===== src/rtl/vga_pkg.sv =====
// vga_pkg: 640x480@60 timing constants shared by the VGA timing generator and its users.
package vga_pkg;
   localparam int H_ACTIVE = 640;
   localparam int H_FP     = 16;
   localparam int H_SYNC   = 96;
   localparam int H_BP     = 48;
   localparam int V_ACTIVE = 480;
   localparam int V_FP     = 10;
   localparam int V_SYNC   = 2;
   localparam int V_BP     = 33;
   localparam int H_TOTAL  = H_ACTIVE + H_FP + H_SYNC + H_BP;
   localparam int V_TOTAL  = V_ACTIVE + V_FP + V_SYNC + V_BP;
   localparam int CW       = 10;
   localparam int DIV_W    = 4;
   localparam logic SYNC_ACTIVE = 1'b0;
   typedef logic [CW-1:0] coord_t;
endpackage


===== src/rtl/pix_clk_en.sv =====
// pix_clk_en: one-clk pixel enable pulse every CLK_DIV system clocks.
module pix_clk_en import vga_pkg::*; #(
   parameter int CLK_DIV = 4
) (
   input  logic clk,
   input  logic reset,
   output logic pix_en_o
);
   logic [DIV_W-1:0] cnt_q, cnt_d;
   logic             en_q, en_d;
   always_comb begin
      en_d  = cnt_q == DIV_W'(CLK_DIV - 1);
      cnt_d = en_d ? '0 : cnt_q + DIV_W'(1);
   end
   always_ff @(posedge clk) begin
      if (reset) begin
         cnt_q <= '0;
         en_q  <= 1'b0;
      end else begin
         cnt_q <= cnt_d;
         en_q  <= en_d;
      end
   end
   assign pix_en_o = en_q;
   if (CLK_DIV < 1 || CLK_DIV > 16) begin : g_bad_div
      $error("pix_clk_en: CLK_DIV must be 1..16");
   end
endmodule


===== src/rtl/vga_timing_gen.sv =====
// vga_timing_gen: VGA raster counters plus sync/video_on decodes delayed to line up
// with pixel data fetched from video memory.
module vga_timing_gen #(
   parameter int   H_ACTIVE    = vga_pkg::H_ACTIVE,
   parameter int   H_FP        = vga_pkg::H_FP,
   parameter int   H_SYNC      = vga_pkg::H_SYNC,
   parameter int   H_BP        = vga_pkg::H_BP,
   parameter int   V_ACTIVE    = vga_pkg::V_ACTIVE,
   parameter int   V_FP        = vga_pkg::V_FP,
   parameter int   V_SYNC      = vga_pkg::V_SYNC,
   parameter int   V_BP        = vga_pkg::V_BP,
   parameter int   CLK_DIV     = 4,
   parameter int   PIPE_DLY    = 2,
   parameter logic SYNC_ACTIVE = vga_pkg::SYNC_ACTIVE
) (
   input  logic       clk,
   input  logic       reset,
   output logic       pix_en,
   output logic [9:0] pixel_column,
   output logic [9:0] pixel_row,
   output logic       video_on,
   output logic       horiz_sync,
   output logic       vert_sync,
   output logic       frame_start
);
   localparam int CW      = vga_pkg::CW;
   localparam int H_TOTAL = H_ACTIVE + H_FP + H_SYNC + H_BP;
   localparam int V_TOTAL = V_ACTIVE + V_FP + V_SYNC + V_BP;
   localparam int NS      = (PIPE_DLY == 0) ? 1 : PIPE_DLY;
   // Inactive pipeline word {video_on, horiz_sync, vert_sync}, syncs already at output polarity.
   localparam logic [2:0] IDLE = {1'b0, ~SYNC_ACTIVE, ~SYNC_ACTIVE};

   logic [CW-1:0] col_q, col_d, row_q, row_d;
   logic          fs_q, fs_d, h_end, v_end;
   logic [2:0]    dec;
   logic [2:0]    pipe_q [NS];

   pix_clk_en #(.CLK_DIV(CLK_DIV)) u_div (
      .clk      (clk),
      .reset    (reset),
      .pix_en_o (pix_en)
   );

   always_comb begin
      h_end = col_q == CW'(H_TOTAL - 1);
      v_end = row_q == CW'(V_TOTAL - 1);
      col_d = pix_en ? (h_end ? '0 : col_q + CW'(1)) : col_q;
      row_d = (pix_en && h_end) ? (v_end ? '0 : row_q + CW'(1)) : row_q;
      fs_d  = pix_en && h_end && v_end;
      dec   = {col_q < CW'(H_ACTIVE) && row_q < CW'(V_ACTIVE),
               (col_q >= CW'(H_ACTIVE + H_FP) && col_q < CW'(H_ACTIVE + H_FP + H_SYNC)) ? SYNC_ACTIVE : ~SYNC_ACTIVE,
               (row_q >= CW'(V_ACTIVE + V_FP) && row_q < CW'(V_ACTIVE + V_FP + V_SYNC)) ? SYNC_ACTIVE : ~SYNC_ACTIVE};
   end

   always_ff @(posedge clk) begin
      if (reset) begin
         col_q <= '0;
         row_q <= '0;
         fs_q  <= 1'b0;
         for (int i = 0; i < NS; i++) pipe_q[i] <= IDLE;
      end else begin
         col_q <= col_d;
         row_q <= row_d;
         fs_q  <= fs_d;
         if (pix_en) begin
            pipe_q[0] <= dec;
            for (int i = 1; i < NS; i++) pipe_q[i] <= pipe_q[i-1];
         end
      end
   end

   assign pixel_column = col_q;
   assign pixel_row    = row_q;
   assign frame_start  = fs_q;
   assign {video_on, horiz_sync, vert_sync} = pipe_q[NS-1];

   if (H_TOTAL > 1024 || V_TOTAL > 1024) begin : g_bad_total
      $error("vga_timing_gen: H_TOTAL and V_TOTAL must fit 10-bit counters");
   end
   if (PIPE_DLY < 0 || PIPE_DLY > 4) begin : g_bad_dly
      $error("vga_timing_gen: PIPE_DLY must be 0..4");
   end
endmodule


===== config.mk =====
export PLATFORM = sky130hd
export DESIGN_NAME = vga_timing_gen
export DESIGN_NICKNAME = d
export VERILOG_FILES = /design/src/rtl/vga_pkg.sv /design/src/rtl/pix_clk_en.sv /design/src/rtl/vga_timing_gen.sv
export SDC_FILE = /design/constraint.sdc
export NUM_CORES = 1
export LEC_CHECK = 0
export ABC_CLOCK_PERIOD_IN_PS = 2600
export CELL_PAD_IN_SITES_DETAIL_PLACEMENT = 1
export CELL_PAD_IN_SITES_GLOBAL_PLACEMENT = 1
export CORE_UTILIZATION = 39
export DETAILED_ROUTE_END_ITERATION = 10
export GPL_TIMING_DRIVEN = 0
export PLACE_DENSITY_LB_ADDON = 0.1
export RECOVER_POWER = 25
export SETUP_SLACK_MARGIN = 0.5
export SLEW_MARGIN = 40
export SYNTH_ARGS = -nofsm -noshare
export SYNTH_HDL_FRONTEND = slang
export SYNTH_HIERARCHICAL = 1
export SYNTH_SLANG_ARGS = --single-unit

===== constraint.sdc =====
create_clock -name clk -period 2.6 [get_ports clk]
set_input_delay 0.52 -clock clk [delete_from_list [all_inputs] [get_ports clk]]
set_output_delay 0.52 -clock clk [all_outputs]
set_load 0.01 [all_outputs]

# Word level (Yosys, flattened, before mapping)
# Memories as Yosys holds them, arrays and structs flattened.
# Cells that the tools add are included.
dict set report word_totals {
  register_bits 26
  latchBits 0
  ram_bits 6
  mem_bits_ro 0
  output_inout_bits 25
  word_cells 37
  n_memories 1
}
dict set report op_classes {
  addsub 3
  mul 0
  div 0
  n_lt_le_gt_ge 6
  n_eq_ne 3
  n_shift 0
  mux 11
  bitwise 2
  n_reduce_logical 6
}
# name depth width rd rd_clocked_by_memory_dff wr line
set memory_table {}
lappend memory_table {pipe_q 2 3 2 0 2 vga_timing_gen.sv:36} ;# logic [2:0] pipe_q [NS];
# cell n
set op_table {}
lappend op_table {{adder 10 x 1 -> 10 bit, second input constant} 2}
lappend op_table {{equality test 10 bit, second input constant} 2}
lappend op_table {{less-than comparator 10 bit, second input constant} 2}
lappend op_table {{less-than comparator 10 x 9 -> 1 bit, second input constant} 2}
lappend op_table {{2-to-1 mux 10 bit} 2}
lappend op_table {{>= comparator 10 bit, second input constant} 1}
lappend op_table {{>= comparator 10 x 9 -> 1 bit, second input constant} 1}
lappend op_table {{2-to-1 mux 1 bit} 7}
lappend op_table {{2-to-1 mux 3 bit} 2}
lappend op_table {{logical AND 1 bit} 5}
lappend op_table {{adder 4 x 1 -> 4 bit, second input constant} 1}
lappend op_table {{equality test 4 x 2 -> 1 bit, second input constant} 1}
lappend op_table {{bitwise OR 1 bit} 2}
lappend op_table {{OR reduction 2 bit} 1}

# Depth between registers and ports, before layout
dict set report logic_depth {
  ltp_word 4
  mapped_depth 7
  ltp_nobuf 6
}

# Hierarchy
# Netlist, hierarchy kept.
# mod n_inst cells_each area_each_um2 seq_area_each_um2
set modules_own_cells {}
lappend modules_own_cells {vga_timing_gen 1 143 1341.3 600.6}
lappend modules_own_cells {pix_clk_en 1 17 197.7 100.1}

# Least setup slack after synthesis
# OpenSTA, ideal clock, no wires.
dict set report synth_timing {
  path_type {register to register}
  from {register col_q[0], in the netlist pixel_column[0]}
  to {register row_q[8], in the netlist pixel_row[8]}
  setup_ns 0.066
  t_arrival_ns 1.914
  t_required_ns 2.534
  setup_slack_ns 0.620
  stages_incl_launch_ff 6
  period_less_slack_ns 1.980
  cell_sequence {dfxtp_1 > ha_1 > nand4_1 > or4_4 > or4_4 > a21oi_2}
}
dict set report synth_between {
  elab_chain_cells 2
}
# element line
set synth_rtl {}
lappend synth_rtl {{start, declared} vga_timing_gen.sv:33} ;# logic [CW-1:0] col_q, col_d, row_q, row_d;
lappend synth_rtl {{start signal, assigned} vga_timing_gen.sv:62} ;# col_q <= col_d;
lappend synth_rtl {{equality test 10 bit} vga_timing_gen.sv:45} ;# h_end = col_q == CW'(H_TOTAL - 1);
lappend synth_rtl {{logical AND 1 bit} vga_timing_gen.sv:48} ;# row_d = (pix_en && h_end) ? (v_end ? '0 : row_q + CW'(1)) : row_q;
lappend synth_rtl {{end signal, assigned} vga_timing_gen.sv:63} ;# row_q <= row_d;
lappend synth_rtl {{end, declared} vga_timing_gen.sv:33}
# Every way passes these cells.
# A chain may end at the register's enable or synchronous reset.

# Worst setup path after layout
dict set report layout_timing {
  from {register col_q[5], in the netlist pixel_column[5]}
  to {register row_q[2], in the netlist pixel_row[2]}
}
# The elaborated chain is that of the path after synthesis.

==> results.md <==
Min path:
- The path type of the worst min-delay path is flip-flop to flip-flop.

Die:
- The floorplan step defined a die boundary enclosing 0.00420 mm^2.
- 27 I/O pins were placed.
- The vertical die dimension is 64.8 um.
- After floorplanning, the core was divided into 22 placement rows.
- The horizontal die dimension is 64.8 um.
- The starting density of the core is 41.4%.
- The core footprint is 0.00372 mm^2.

Setup path:
- The largest fanout of any net on the critical path is 8.
- Traced cell by cell, the critical path runs through clkbuf_1, or2_1, buf_6, or3_2, clkbuf_2, o21ai_4, nor2_1.
- The number of buffers and inverters on the critical path is 3.
- The worst path arrival time is 2260 ps.
- The required time reported for the critical path endpoint is 2760 ps.
- Grouping stages by cell kind, the critical path spends the most delay in simple AND/OR/NAND/NOR gates.
- STA classifies the critical path endpoint as a flip-flop.
- The classification of the worst setup path is flip-flop to flip-flop.
- The kind of start point of the critical path is a flip-flop.
- On the critical path, the stage with the largest delay is an instance of or3_2.
- On the worst path, the slowest cell contributes a delay of 480 ps.

Clock tree:
- The later pin in the worst-skew pair is clocked with a latency of 280 ps.
- CTS saw 32 sinks.
- The clock tree synthesis step divided the H-tree into 2 levels.
- Clock-pin slew was measured on the worst setup and hold paths at 70 ps.
- Counting along the longest clock path gives a buffer depth of 2.
- In this run, CTS created clock tree buffers numbering 5.
- The clock root buffer is clkbuf_8.
- TritonCTS built the clock tree.

GRT:
- The initial antenna violation count is 0.
- The leftover overflow at the end of global routing is 0.
- In the global route stage, overall resource usage came out at 20.9%.
- The first global-routing pass estimated 6.48 mm of wire.
- Entering global routing, the biggest net connects 11 pins.
- The via count of the first global-routing pass is 1300.

Power:
- Across the VDD grid, the largest voltage drop is 230 uV.
- The ratio of total power to cell area is 504 mW/mm^2.
- For this design the static power due to leakage is 0.674 nW.

Layout:
- The final standard cell area without fillers is 0.00201 mm^2.
- The number of filler cells placed in the layout is 431.
- The area added between synthesis and finish is 30.7%.
- The post-layout net count is 204.
- The antenna cell count is 0.
- The multi-input gate area in the final layout is 787 um^2.
- The layout cell share with drive strength beyond 1 is 15.7%.
- The flip-flop and latch area is 703 um^2.

Run status:
- The run finished with clean final reports.

Synthesis:
- Counting flops and latches in the post-synthesis netlist gives 32.
- The top cell type's share of synthesized area is 33.8%.
- The number of nets in the synthesized netlist is 167.
- The mapped netlist covers 0.00154 mm^2.
- After synthesis, the most frequently instantiated cells are dfxtp_1 (26), nor2_1 (17), nand3_1 (12).
- Yosys mapped a number of flops with a built-in enable equal to 6.
- The dominant cell type by area after synthesis is dfxtp_1.
- The post-synthesis cell count is 160.
- The mean cell area of the mapped netlist is 9.62 um^2.
- Of the synthesized area, sequential elements account for 45.5%.
- In the post-synthesis netlist, the biggest area contributors are dfxtp_1 (34%), edfxtp_1 (12%), nor2_1 (4.1%).
- The leading cell type by number of instances after synthesis is dfxtp_1.
- During synthesis, Yosys emitted a total of 6 warnings.
- Counting distinct cell types in the post-synthesis netlist gives 44.
- The post-synthesis async set-or-reset flop share is 0%.
- The most used flip-flop cell after synthesis is dfxtp_1.

Placed design:
- The cell area after placement is 0.00186 mm^2.
- During placement, the flow inserted port buffers numbering 26.
- The final HPWL from detailed placement is 2.65 mm.
- Routability-driven placement finished with a final weighted congestion of 0.727.

Timing:
- The final count of pins violating max slew is 0.
- The final setup violation count is 0.
- The number of hold violations in the final report is 0.
- After layout, the minimum clock period comes to 2100 ps.
- The final cycle utilization of the critical path is 81.0%.
- After routing, the total negative slack on setup checks comes to 0 ps.
- The worst setup skew after layout is 5.05 ps.
- The worst pin sits at a relative slew slack of 69.0%.
- Across all hold checks on the routed design, the worst slack comes to 523 ps.
- The peak clock frequency supported by timing is 0.475 GHz.
- Setup repair after global routing left no endpoint under its margin.
- For the pin with the worst max-slew slack, the measured transition is 465 ps.

Run:
- The number of violations of the max-capacitance limit is 0.

Route:
- For this run, design rule violations remaining after detail routing come to 0.
- The violation count after the first detailed-routing iteration is 58.
- After detailed routing, the number of vias per cell comes to 5.33.
- For this run, the detailed router's first-pass iteration total came to 4.
- In this run the remaining antenna-violating nets after routing total 0.
- Detailed routing inserted a total of 1312 vias.
- The sum of routed wire length over all layers is 3.88 mm.
- The wire length per cell after detailed routing is 15.8 um.
-- metrics by stage --
step | cells | setup slack [ps] | utilization, % | total power, mW
2_1_floorplan | 160 | 620 | - | 0.546
3_3_place_gp | 234 | 223 | 50.0 | 0.558
3_5_place_dp | 234 | 163 | 50.0 | 0.561
4_1_cts | 246 | 495 | 54.1 | 1.02
5_1_grt | 246 | 417 | 54.1 | 1.06
6_report | 246 | 495 | 54.1 | 1.01
-- kinds of logic after synthesis --
kind of cell / after synthesis / synth area share, %
AOI/OAI and AO/OA: 15 / 5.94
xor gates and xnor gates: 12 / 6.83
adders and majority gates: 5 / 4.07
buffers and inverters: 14 / 4.39
DFF: 32 / 45.5
muxes: 2 / 1.63
and+or+nand+nor: 80 / 31.6
-- report_power, final --
group / internal [mW] / switching (mW) / leakage, nW
Combinational: 0.0128 / 0.0203 / 0.362
Clock: 0.279 / 0.185 / 0.0532
Sequential: 0.512 / 0.00568 / 0.259
-- worst register-to-register path: cells and delay by family, from the launching register on --
kind | cells | cell delay, ps
buffers and inverters | 3 | 530
AO/OA/AOI/OAI | 1 | 280
AND/OR/NAND/NOR | 3 | 860
flip-flops | 1 | 310
-- area by class of cell --
type,count,share of cell area [%]
Multi-Input combinational cell,114,39.1
Sequential cell,32,35.0
Timing Repair Buffer,30,14.4
Clock buffer,5,3.42
Tap cell,48,2.99
Buffer,7,1.93
Clock inverter,3,1.87
Inverter,7,1.31
-- routing by layer --
| layer | wire length (um) | vias up | track usage, % |
|---|---|---|---|
| li1 | - | 639 | - |
| met1 | 1780 | 640 | 26.0 |
| met2 | 1940 | 27 | 34.4 |
| met3 | 118 | 6 | 6.16 |
| met4 | 42 | 0 | 6.39 |
| met5 | 0 | - | 0 |
-- timing repair --
item,CTS,global route
gates resized for setup,5,10
endpoints found under the setup margin,15,13
setup buffers,4,0
pin swaps,1,1
hold buffers,0,0
-- worst paths after layout --
check | cells past startpoint | slack [ps] | from | to
min reg2reg | 1 | 520 | pipe_q[0][0]$_SDFFCE_PN1P_ | pipe_q[0][3]$_SDFFCE_PN1P_
max | 7 | 500 | pixel_column[5]$_SDFFE_PP0P_ | pixel_row[2]$_SDFFE_PP0P_
min | 1 | 520 | pipe_q[0][0]$_SDFFCE_PN1P_ | pipe_q[0][3]$_SDFFCE_PN1P_
max reg2reg | 7 | 500 | pixel_column[5]$_SDFFE_PP0P_ | pixel_row[2]$_SDFFE_PP0P_
-- state kept, by name, indices dropped and copies added (netlist names) --
register,count
frame_start,1
pipe_q,6
u_div/pix_en_o,1
u_div/cnt_q,4
pixel_column,10
pixel_row,10
-- cell usage in the layout, fill, tap and decap left out, types with 2 or more instances in the layout --
master / n
or4_4: 2
ha_1: 4
dlygate4sd3_1: 8
clkbuf_8: 5
xor2_1: 6
o21ai_0: 5
or3_2: 2
a21oi_1: 5
nand4_1: 6
dfxtp_2: 2
nand4b_1: 2
xnor2_1: 6
nand3_1: 12
nor3_1: 8
nor2b_1: 2
inv_1: 7
clkinv_1: 2
edfxtp_1: 6
dfxtp_1: 24
or3_1: 2
buf_4: 4
nor2_1: 17
clkdlybuf4s50_1: 18
nand2b_1: 4
nor4bb_1: 2
nor3b_1: 2
nand2_1: 4
clkbuf_2: 4
clkbuf_1: 2
No activity file was read; power rests on OpenSTA's default activity.
